**config.mk**
```make
export PLATFORM = sky130hd
export DESIGN_NAME = rca6_seq_ctrl_flat
export DESIGN_NICKNAME = d
export VERILOG_FILES = /design/src/rtl/rca6_seq_ctrl_if.sv /design/src/rtl/rca6_seq_ctrl.sv /design/src/flat_wrapper.sv
export SDC_FILE = /design/constraint.sdc
export NUM_CORES = 1
export LEC_CHECK = 0
export CAP_MARGIN = 40
export CORE_MARGIN = 3
export CORE_UTILIZATION = 42
export DETAILED_ROUTE_END_ITERATION = 7
export GPL_ROUTABILITY_DRIVEN = 0
export PLACE_DENSITY_LB_ADDON = 0.15
export SLEW_MARGIN = 40
export SYNTH_ARGS = -nofsm -noshare
export SYNTH_HDL_FRONTEND = slang
export SYNTH_SLANG_ARGS = --single-unit
```
**constraint.sdc**
```tcl
create_clock -name clk -period 2.04 [get_ports clk]
set_input_delay 0.612 -clock clk [delete_from_list [all_inputs] [get_ports clk]]
set_output_delay 0.612 -clock clk [all_outputs]
set_load 0.1 [all_outputs]
```
**src/rtl/rca6_seq_ctrl_if.sv**
```systemverilog
// rca6_seq_ctrl_if: client-side start/operand/result bundle for the multi-limb adder sequencer
interface rca6_seq_ctrl_if #(parameter int LIMBS = 4);
   localparam int W = 6 * LIMBS;
   logic start, sub, ready, done, cout, ovf;
   logic [W-1:0] a, b, sum;
   modport master (output start, sub, a, b, input ready, done, sum, cout, ovf);
   modport slave (input start, sub, a, b, output ready, done, sum, cout, ovf);
endinterface

```
**src/rtl/rca6_seq_ctrl.sv**
```systemverilog
// rca6_seq_ctrl: time-shares one external 6-bit adder for 6*LIMBS-bit add/sub, LSB limb first
module rca6_seq_ctrl #(parameter int LIMBS = 4) (
   input  logic             clk,
   input  logic             rst_n,
   rca6_seq_ctrl_if.slave   bus,
   output logic [5:0]       add_a,
   output logic [5:0]       add_b,
   output logic             add_cin,
   input  logic [5:0]       add_so,
   input  logic             add_cout
);
   localparam int W = 6 * LIMBS;
   localparam int IW = $clog2(LIMBS);
   typedef enum logic [1:0] {IDLE, RUN, DONE} state_t;
   state_t state, nxt;
   logic [W-1:0] a_reg, b_reg;
   logic carry;
   logic [IW-1:0] idx;
   logic last;
   assign last = idx == IW'(LIMBS - 1);
   always_ff @(posedge clk or negedge rst_n)
      if (!rst_n) state <= IDLE;
      else state <= nxt;
   always_comb begin
      nxt = state;
      bus.ready = 1'b0;
      bus.done = 1'b0;
      add_a = '0;
      add_b = '0;
      add_cin = 1'b0;
      nxt = state == IDLE ? (bus.start ? RUN : IDLE) : state == RUN ? (last ? DONE : RUN) : IDLE;
      bus.ready = state == IDLE;
      bus.done = state == DONE;
      add_a = state == RUN ? a_reg[6*idx +: 6] : '0;
      add_b = state == RUN ? b_reg[6*idx +: 6] : '0;
      add_cin = state == RUN && carry;
   end
   // subtraction is A + ~B + 1: invert B once at launch and seed the carry register with 1
   always_ff @(posedge clk or negedge rst_n)
      if (!rst_n) begin
         a_reg <= '0;
         b_reg <= '0;
         carry <= 1'b0;
         idx <= '0;
         bus.sum <= '0;
         bus.cout <= 1'b0;
         bus.ovf <= 1'b0;
      end else if (state == IDLE && bus.start) begin
         a_reg <= bus.a;
         b_reg <= bus.sub ? ~bus.b : bus.b;
         carry <= bus.sub;
         idx <= '0;
      end else if (state == RUN) begin
         bus.sum[6*idx +: 6] <= add_so;
         carry <= add_cout;
         idx <= last ? idx : idx + IW'(1);
         if (last) begin
            bus.cout <= add_cout;
            bus.ovf <= (a_reg[W-1] == b_reg[W-1]) && (add_so[5] != a_reg[W-1]);
         end
      end
endmodule

```
**src/flat_wrapper.sv**
```systemverilog
// flat-port wrapper written by rule: the top's interface ports become plain ports
module rca6_seq_ctrl_flat 
#(parameter int LIMBS = 4)
  (clk, rst_n, add_a, add_b, add_cin, add_so, add_cout, bus_start, bus_sub, bus_a, bus_b, bus_ready, bus_done, bus_sum, bus_cout, bus_ovf);
  rca6_seq_ctrl_if #(.LIMBS(LIMBS)) bus_i ();
  input  logic clk;
  input  logic rst_n;
  output logic [5:0] add_a;
  output logic [5:0] add_b;
  output logic add_cin;
  input  logic [5:0] add_so;
  input  logic add_cout;
  input wire logic [$bits(bus_i.start)-1:0] bus_start;
  input wire logic [$bits(bus_i.sub)-1:0] bus_sub;
  input wire logic [$bits(bus_i.a)-1:0] bus_a;
  input wire logic [$bits(bus_i.b)-1:0] bus_b;
  output wire logic [$bits(bus_i.ready)-1:0] bus_ready;
  output wire logic [$bits(bus_i.done)-1:0] bus_done;
  output wire logic [$bits(bus_i.sum)-1:0] bus_sum;
  output wire logic [$bits(bus_i.cout)-1:0] bus_cout;
  output wire logic [$bits(bus_i.ovf)-1:0] bus_ovf;
  assign bus_i.start = bus_start;
  assign bus_i.sub = bus_sub;
  assign bus_i.a = bus_a;
  assign bus_i.b = bus_b;
  assign bus_ready = bus_i.ready;
  assign bus_done = bus_i.done;
  assign bus_sum = bus_i.sum;
  assign bus_cout = bus_i.cout;
  assign bus_ovf = bus_i.ovf;
  rca6_seq_ctrl #(.LIMBS(LIMBS)) u_core (.clk(clk), .rst_n(rst_n), .bus(bus_i), .add_a(add_a), .add_b(add_b), .add_cin(add_cin), .add_so(add_so), .add_cout(add_cout));
endmodule
```
==> results by group, run 1 <==
Synth
  – Post-synth top cells: 79 x dfrtp_1, 28 x nor2_1, 25 x a21oi_1
  – Yosys warns: 0
  – Synth top area cells: dfrtp_1 51%, mux4_2 7.0%, xnor2_1 5.5%, mux2_1 5.3%, a21oi_1 3.3%
  – Syn avg cell area: 12.10 µm²
  – Cell variety after synth: 38
  – Register area share after synthesis: 0.5138
  – Largest area contributor in the netlist: dfrtp_1
  – EDFF count, synth: 0
  – Yosys top cell area share: 0.5138
  – Post-Synthesis Cells: 318
  – Yosys reg bits: 79
  – Syn Std Cell Area: 0.003847 mm²
  – Asr flop ratio synth: 1.000
  – Post-synth net total: 384
  – Top_reg_cell synth: dfrtp_1
  – Most numerous cell in the Yosys netlist: dfrtp_1

Detailed routing
  – Post-detailed-route DRC marker count: 0
  – Met3 wire len: 487 µm
  – Top Layer Used: met4
  – Metal-1 WL: 3.799 mm
  – Routed length per instance: 16.08 µm
  – Final WL: 8.750 mm
  – Via-per-instance ratio: 5.123
  – Antenna viol nets, final: 0
  – Metal2 WL: 4.374 mm
  – Routed via count: 2,787
  – DRT iter0 DRCs: 105
  – Pre-Repair DR Iteration Count: 4

Flow run
  – Max_cap viols: 0

Die
  – Die W: 101.7 µm
  – # rows: 34
  – Ports: 100
  – Starting density of the core: 0.4369
  – Die ar.: 0.01034 mm²
  – Core box area: 0.008806 mm²
  – Die H: 101.7 µm

Placed design
  – Place WS: -0.05062 ns
  – Placed cell areas: 0.005513 mm²
  – Hpwl dp: 6.244 mm
  – Port buffer count: 99
  – Post-Place Cells: 523

STA
  – Final setup vio count: 13
  – Setup repair after global routing missed its margin: yes
  – Final hold vios: 0
  – Fmax achieved: 0.4214 GHz
  – Worst slew margin: 0.7158
  – Worst clock skew: 0.01004 ns
  – Final period util: 1.163
  – Pins Over Slew Limit: 0
  – Final Critical Period: 2.373 ns
  – Setup WS post-layout: -0.3329 ns
  – Worst-Margin Slew: 0.4250 ns

Cells and area
  – Fillers: 658
  – ANT cells: 0
  – Nets: 497
  – Layout cells sized above 1: 0.2959
  – Final instance area: 0.005876 mm²
  – Post-layout util: 0.6672
  – Final std cells w/o fill: 544
  – Syn-to-layout area delta: 52.72%

Worst setup path
  – Worst reg2reg path startpoint: u_core.idx[0]
  – Critical path startpoint: u_core.idx[0]
  – Critical Path RT: 1.43 ns
  – Maximum fanout along the worst path: 5
  – Critical path launch point type: flip-flop
  – R2R cell count: 7
  – Slowest CP cell: mux4_2
  – Arrival time worst endpoint: 1.76 ns
  – Setup CP Type: flip-flop to output port
  – Cells along the critical path: clkbuf_16 > mux4_2 > and2_4 > buf_12
  – CP peak stage delay: 0.48 ns
  – Worst Setup End Kind: output port

Clock tree
  – Buffer levels on the longest clock path: 2
  – CTS sink count: 79
  – Root Driver: clkbuf_8
  – CTS tree: done
  – CTS H-tree lvls: 3
  – Clock Latency Late Sink: 0.35 ns
  – CTS Buf Count: 9
  – Clk slew on worst S/H paths: 0.08 ns

Global routing
  – First-pass GRT wire length: 14.35 mm
  – Vias in the first global route: 2,864
  – Largest net degree at the start of global routing: 80
  – Initial antenna violation count: 0
  – Grt ovf: 0
  – Global-route usage over all layers: 0.1799

Run status
  – Failing checks: negative setup slack
  – Outcome: finished, violations left

Min path
  – Worst Hold Class: primary input to async pin
per-stage QoR:
step / hold slack (ns) / TNS (ns)
2_1_floorplan: 0.3164 / -0.2928
4_1_cts: 0.2876 / -4.259
5_1_grt: 0.2813 / -4.568
3_3_place_gp: 0.4627 / -0.04674
3_5_place_dp: 0.4697 / -0.1405
6_report: 0.2723 / -3.770
cell usage in the layout, fill, tap and decap left out, drive strengths merged, types with 4 or more instances in the layout:
cell / n
a21oi: 25
a22o: 14
and2: 14
buf: 64
clkbuf: 11
clkdlybuf4s50: 57
dfrtp: 79
ha: 7
inv: 7
mux2: 25
mux2i: 8
mux4: 12
nand2: 15
nand3b: 5
nor2: 28
o21ai: 10
o31ai: 4
xnor2: 24
layout make-up:
class,instances,area [µm²],share of cell area
well taps,108,135.1,0.02300
repair buffers,122,1675,0.2851
clock inverters,6,91.34,0.01555
flip-flops and latches,79,1978,0.3367
inverters,5,21.27,0.003620
clock buffers,10,137.6,0.02342
multi-input cells,214,1837,0.3126
timing repair:
item / in CTS / in global routing
pin swaps: 13 / 0
gates resized for setup: 14 / 10
hold buffers: 0 / 0
setup endpoints to repair: 13 / 28
cloned: 1 / 0
buffers inserted: 4 / 0
worst max-delay path: cells and delay by family (launching register included):
kind,cells,cell delay (ns)
simple gates,1,0.16
mux,1,0.48
buf+inv,2,0.34
flops,1,0.44
path summary, 6_finish.rpt:
check | slack, ns | to
max reg2reg | 0.11 | u_core.bus.sum[14]
max | -0.33 | add_a[4]
max in group asynchronous | 1.42 | u_core.idx[0]
min in group clk | 0.49 | u_core.a_reg[20]
min | 0.27 | u_core.bus.sum[6]
min reg2reg | 0.49 | u_core.a_reg[20]
layer usage:
metal | GRT usage | vias to the layer above
met1 | 0.2393 | 1355
met3 | 0.04752 | 8
met5 | 0 | -
li1 | - | 1345
met4 | 0.05215 | 0
met2 | 0.2912 | 79
cell families (layout without fill, tap and decap cells):
group / after synthesis / after routing / synth area share
AO/OA/AOI/OAI: 57 / 57 / 0.09268
XOR/XNOR: 24 / 24 / 0.05463
adder cells (fa/ha/maj): 7 / 7 / 0.02276
buffers and inverters: 25 / 143 / 0.03480
flip-flops: 79 / 79 / 0.5138
multiplexers: 45 / 45 / 0.1642
AND/OR/NAND/NOR: 81 / 81 / 0.1171
Power of run 1 is left out: the tool's default activity adds up to more than one toggle a clock period on the data nets, which glitch-free logic cannot reach.
==> run 2: changes to the inputs <==
--- a/config.mk
+++ b/config.mk
@@ -5,9 +5,10 @@
 export SDC_FILE = /design/constraint.sdc
 export NUM_CORES = 1
 export LEC_CHECK = 0
-export CAP_MARGIN = 40
+export ABC_AREA = 1
+export CAP_MARGIN = 20
 export CORE_MARGIN = 3
-export CORE_UTILIZATION = 42
+export CORE_UTILIZATION = 45
 export DETAILED_ROUTE_END_ITERATION = 7
 export GPL_ROUTABILITY_DRIVEN = 0
 export PLACE_DENSITY_LB_ADDON = 0.15
==> results by group, run 2 <==
Die
  – Die H: 101.6 µm (-0.15%)
  – Core box area: 0.008806 mm² (unchanged)
  – # rows: 34 (unchanged)
  – Die W: 101.6 µm (-0.15%)
  – Die ar.: 0.01031 mm² (-0.30%)
  – Ports: 100 (unchanged)
  – Starting density of the core: 0.4666 (+0.02970)

STA
  – Pins Over Slew Limit: 0 (unchanged)
  – Final Critical Period: 2.247 ns (-0.1263 ns)
  – Setup WS post-layout: -0.2066 ns (+0.1263 ns)
  – Worst clock skew: 0.007372 ns (-0.002672 ns)
  – Setup repair after global routing missed its margin: yes
  – Final setup vio count: 12 (-1)
  – Final hold vios: 0 (unchanged)
  – Fmax achieved: 0.4451 GHz (+5.6%)
  – Worst-Margin Slew: 0.4244 ns (-0.0006180 ns)
  – Final period util: 1.101 (-0.06189)
  – Worst slew margin: 0.7171 (+0.001268)

Worst setup path
  – Critical path startpoint: u_core.idx[0]
  – Critical Path RT: 1.43 ns (about the same)
  – Arrival time worst endpoint: 1.63 ns (-0.13 ns)
  – Critical path launch point type: flip-flop
  – Maximum fanout along the worst path: 7 (+2)
  – R2R Path End: u_core.bus.sum[23]
  – Worst Setup End Kind: output port
  – Worst reg2reg path startpoint: u_core.idx[0]
  – Setup CP Type: flip-flop to output port
  – R2R cell count: 9 (+2)
  – Reg2reg setup slack: 0.09 ns (-0.02 ns)

Detailed routing
  – Pre-Repair DR Iteration Count: 4 (unchanged)
  – Routed length per instance: 14.30 µm (-11%)
  – Top Layer Used: met4
  – Metal2 WL: 5.341 mm (+22%)
  – Routed via count: 3,782 (+36%)
  – Antenna viol nets, final: 0 (unchanged)
  – Post-detailed-route DRC marker count: 0 (unchanged)
  – Via-per-instance ratio: 5.139 (+0.30%)
  – DRT iter0 DRCs: 190 (+81%)
  – Met3 wire len: 586 µm (+20%)
  – Metal-1 WL: 4.460 mm (+17%)
  – Final WL: 10.52 mm (+20%)

Global routing
  – First-pass GRT wire length: 17.48 mm (+22%)
  – Global-route usage over all layers: 0.2135 (+0.03362)
  – Vias in the first global route: 3,725 (+30%)
  – Initial antenna violation count: 0 (unchanged)
  – Largest net degree at the start of global routing: 37 (-54%)
  – Grt ovf: 0 (unchanged)

Synth
  – Cell variety after synth: 29 (-24%)
  – Syn avg cell area: 7.979 µm² (-34%)
  – Largest area contributor in the netlist: dfrtp_1
  – Synth top area cells: dfrtp_1 48%, nand2_1 14%, o21ai_0 5.8%, xnor2_1 5.3%, nor2_1 5.2%
  – Post-synth net total: 581 (+51%)
  – Top_reg_cell synth: dfrtp_1
  – EDFF count, synth: 0 (unchanged)
  – Asr flop ratio synth: 1.000 (unchanged)
  – Post-Synthesis Cells: 515 (+62%)
  – Most numerous cell in the Yosys netlist: nand2_1
  – Yosys reg bits: 79 (unchanged)
  – Post-synth top cells: 155 x nand2_1, 79 x dfrtp_1, 57 x nor2_1
  – Yosys warns: 0 (unchanged)
  – Syn Std Cell Area: 0.004109 mm² (+6.8%)
  – Register area share after synthesis: 0.4811 (-0.03270)
  – Yosys top cell area share: 0.4811 (-0.03270)

Clock tree
  – CTS sink count: 79 (unchanged)
  – Cts hold-fix bufs: 0 (unchanged)
  – CTS Buf Count: 9 (unchanged)
  – Root Driver: clkbuf_8
  – CTS tree: done
  – Clk slew on worst S/H paths: 0.08 ns (about the same)
  – Clock Latency Late Sink: 0.35 ns (about the same)
  – Buffer levels on the longest clock path: 2 (unchanged)
  – CTS H-tree lvls: 3 (unchanged)

Min path
  – Worst Hold Class: primary input to async pin

Placed design
  – Place WS: 0.1406 ns (+0.1913 ns)
  – Post-Place Cells: 717 (+37%)
  – Hpwl dp: 7.891 mm (+26%)
  – Port buffer count: 99 (unchanged)

Cells and area
  – Fillers: 693 (+5.3%)
  – ANT cells: 0 (unchanged)
  – Nets: 689 (+39%)
  – Final std cells w/o fill: 736 (+35%)
  – Post-layout util: 0.7008 (+0.03353)
  – Layout cells sized above 1: 0.2261 (-0.06976)
  – Syn-to-layout area delta: 50.18%
  – Commonest non-fill, non-tap cell in the layout: nand2_1
  – Most frequent cells in the layout: 154 x nand2_1, 76 x dfrtp_1, 57 x clkdlybuf4s50_1

Run status
  – Outcome: finished, violations left
  – Failing checks: negative setup slack

Flow run
  – Max_cap viols: 0 (unchanged)
==> run 2: what timing repair did <==
| item | 4_1_cts | 5_1_grt |
|---|---|---|
| cloned | 2 | 0 |
| pin swaps | 5 | 16 |
| setup buffers | 0 | 1 |
| endpoints found under the hold margin | 0 | 0 |
| endpoints found under the setup margin | 13 | 16 |
| gates resized for setup | 16 | 20 |
==> run 2: cell families after synthesis <==
group / count (synthesis) / share of synthesized area
multiplexers: 1 / 0.002740
AO/OA/AOI/OAI: 92 / 0.1166
flip-flops: 79 / 0.4811
XOR/XNOR: 25 / 0.05329
AND/OR/NAND/NOR: 262 / 0.2655
buffers and inverters: 49 / 0.05938
adder cells (fa/ha/maj): 7 / 0.02131
==> run 2: worst max path at each step <==
stage	slack, ns	to	cells past startpoint
6_report	-0.21	add_b[1]	6
2_1_floorplan	-0.09	add_a[0]	5
5_1_grt	-0.29	add_b[1]	6
4_1_cts	-0.19	add_a[2]	6
3_5_place_dp	0.14	add_b[0]	6
3_3_place_gp	0.16	add_b[5]	6
==> run 2: area by class of cell <==
cell class,instances,area [µm²],area share
Tap cell,108,135.1,0.02190
Clock buffer,11,131.4,0.02129
Sequential cell,79,1981,0.3210
Inverter,22,90.09,0.01460
Clock inverter,5,82.58,0.01338
Timing Repair Buffer,124,1652,0.2676
Multi-Input combinational cell,387,2100,0.3402
==> run 2: worst max-delay path: stages (launching register included) <==
cell     delay [ns]
dfrtp_2        0.48
buf_6          0.16
nor2_1         0.05
nor2_1         0.14
o21ai_2        0.10
a21oi_4        0.18
buf_12         0.19
==> run 2: per-layer routing <==
layer  global-route usage  up-vias
met5                    0        -
li1                     -     1871
met2               0.3536      111
met4              0.06135        0
met3              0.04683       13
met1               0.2828     1787
==> run 2: through the flow <==
| step | area [µm²] | setup TNS (ns) | hold slack (ns) |
|---|---|---|---|
| final | 6171 | -2.002 | 0.1884 |
| after global routing | 6171 | -3.298 | 0.1973 |
| after CTS | 6112 | -2.162 | 0.1975 |
| after detailed placement | 5856 | 0 | 0.4678 |
| after global placement | 5856 | 0 | 0.4646 |
| after floorplan | 4309 | -0.7751 | 0.3164 |
Power of run 2 is left out for the same reason.
==> run 3: changes to the inputs <==
--- a/config.mk
+++ b/config.mk
@@ -12,6 +12,7 @@
 export DETAILED_ROUTE_END_ITERATION = 7
 export GPL_ROUTABILITY_DRIVEN = 0
 export PLACE_DENSITY_LB_ADDON = 0.15
+export SKIP_CTS_REPAIR_TIMING = 1
 export SLEW_MARGIN = 40
 export SYNTH_ARGS = -nofsm -noshare
 export SYNTH_HDL_FRONTEND = slang
==> results by group, run 3 (synthesis gave the netlist of run 2 again) <==
Clock tree
  – CTS tree: done
  – CTS H-tree lvls: 3 (unchanged)
  – CTS Buf Count: 9 (unchanged)
  – Buffer levels on the longest clock path: 2 (unchanged)
  – Clk slew on worst S/H paths: 0.08 ns (about the same)
  – Clock Latency Late Sink: 0.35 ns (about the same)
  – CTS sink count: 79 (unchanged)
  – Root Driver: clkbuf_8

Die
  – Die W: 101.6 µm (unchanged)
  – Core box area: 0.008806 mm² (unchanged)
  – Die ar.: 0.01031 mm² (unchanged)
  – # rows: 34 (unchanged)
  – Starting density of the core: 0.4666 (unchanged)
  – Ports: 100 (unchanged)
  – Die H: 101.6 µm (unchanged)

Worst setup path
  – Cells along the critical path: buf_6 > buf_8 > nor2_1 > nor2_1 > o21ai_2 > a21oi_4 > buf_12
  – Slowest CP cell: dfrtp_2
  – Critical Path RT: 1.43 ns (about the same)
  – Setup CP Type: flip-flop to output port
  – Critical path startpoint: u_core.idx[0]
  – Worst reg2reg path startpoint: u_core.idx[0]
  – Worst Setup End Kind: output port
  – CP peak stage delay: 0.40 ns (-0.08 ns)
  – Arrival time worst endpoint: 1.64 ns (about the same)
  – Crit path top cell by count: nor2_1
  – R2R Path End: u_core.bus.sum[23]
  – Buf+Inv Stages, Crit Path: 3 (+1)
  – Critical path launch point type: flip-flop
  – R2R cell count: 10 (+1)
  – Maximum fanout along the worst path: 7 (unchanged)
  – Worst Setup EP: add_b[1]
  – Total stage count of the critical path: 7 (+1)
  – Worst path top cell family by delay: buffers and inverters
  – Reg2reg setup slack: 0.09 ns (about the same)

STA
  – Fmax achieved: 0.4446 GHz (-0.13%)
  – Final setup vio count: 12 (unchanged)
  – Worst clock skew: 0.006668 ns (-0.0007039 ns)
  – Final hold vios: 0 (unchanged)
  – Pins Over Slew Limit: 0 (unchanged)
  – Worst slew margin: 0.7192 (+0.002157)
  – Setup WS post-layout: -0.2094 ns (-0.002849 ns)
  – Final Critical Period: 2.249 ns (+0.002849 ns)
  – Worst-Margin Slew: 0.4211 ns (-0.003235 ns)
  – Final period util: 1.103 (+0.001397)
  – Setup repair after global routing missed its margin: yes
  – Fin Setup TNS: -2.289 ns (-0.2866 ns)

Global routing
  – Met2 usage: 0.3511 (-0.002515)
  – Met3 GRT Util: 0.04683 (unchanged)
  – Grt ovf: 0 (unchanged)
  – Largest net degree at the start of global routing: 37 (unchanged)
  – Global-route usage over all layers: 0.2103 (-0.003193)
  – Vias in the first global route: 3,698 (-0.72%)
  – Initial antenna violation count: 0 (unchanged)
  – Met1 Track Usage GR: 0.2753 (-0.007512)
  – First-pass GRT wire length: 17.26 mm (-1.3%)
  – GRT busiest layer: met2

Run status
  – Outcome: finished, violations left
  – Failing checks: negative setup slack

Cells and area
  – Nets: 693 (+0.58%)
  – Layout cells sized above 1: 0.2405 (+0.01439)
  – Final std cells w/o fill: 740 (+0.54%)
  – ANT cells: 0 (unchanged)
  – Syn-to-layout area delta: 52.47%
  – Commonest non-fill, non-tap cell in the layout: nand2_1
  – Most frequent cells in the layout: 154 x nand2_1, 76 x dfrtp_1, 57 x clkdlybuf4s50_1

Min path
  – Worst Hold Class: primary input to async pin

Detailed routing
  – Pre-Repair DR Iteration Count: 4 (unchanged)
  – Via-per-instance ratio: 5.184 (+0.88%)
  – DRT iter0 DRCs: 185 (-2.6%)
  – Routed via count: 3,836 (+1.4%)
  – Post-detailed-route DRC marker count: 0 (unchanged)
  – Routed length per instance: 14.26 µm (-0.29%)
  – Final WL: 10.55 mm (+0.25%)
  – Antenna viol nets, final: 0 (unchanged)

Placed design
  – Port buffer count: 99 (unchanged)
  – Post-Place Cells: 717 (unchanged)
  – Hpwl dp: 7.891 mm (unchanged)

Flow run
  – Max_cap viols: 0 (unchanged)
## run 3: cell types whose count changed in the layout (fill, tap and decap cells not counted), moves of 2 or more
cell,delta
nor2_1,-3
nor2_2,+2
o21ai_1,-2
buf_4,+2
clkbuf_16,+2
buf_8,+2
buf_6,-2
## run 3: layout make-up
| cell class | instances | area (µm²) |
|---|---|---|
| Clock buffer | 11 | 131.4 |
| Multi-Input combinational cell | 387 | 2118 |
| Sequential cell | 79 | 1981 |
| Clock inverter | 5 | 82.58 |
| Tap cell | 108 | 135.1 |
| Fill cell | 669 | 2541 |
| Inverter | 22 | 92.59 |
| Timing Repair Buffer | 128 | 1724 |
## run 3: per-stage QoR
stage,hold WS (ns),area [µm²],util,worst slack [ns]
after floorplan,0.3164,4309,-,-0.08923
after global placement,0.4646,5856,0.6650,0.1642
after detailed placement,0.4678,5856,0.6650,0.1406
after CTS,0.1975,6070,0.6893,-0.2489
after global routing,0.1973,6265,0.7114,-0.3000
final,0.1898,6265,0.7114,-0.2094
## run 3: how the worst min path moves through the flow
stage	from	to	slack, ns	cells past startpoint
3_3_place_gp	u_core.a_reg[11]	u_core.a_reg[11]	0.46	2
3_5_place_dp	u_core.a_reg[11]	u_core.a_reg[11]	0.47	2
2_1_floorplan	rst_n	u_core.a_reg[0]	0.32	0
6_report	rst_n	u_core.bus.sum[22]	0.19	1
5_1_grt	rst_n	u_core.bus.sum[22]	0.20	1
4_1_cts	rst_n	u_core.bus.sum[6]	0.20	1
## run 3: layer usage
metal / vias up / wire, µm
met4: 0 / 153
met5: - / 0
li1: 1884 / -
met2: 110 / 5332
met3: 14 / 598
met1: 1828 / 4466
Power of run 3 is left out for the same reason.
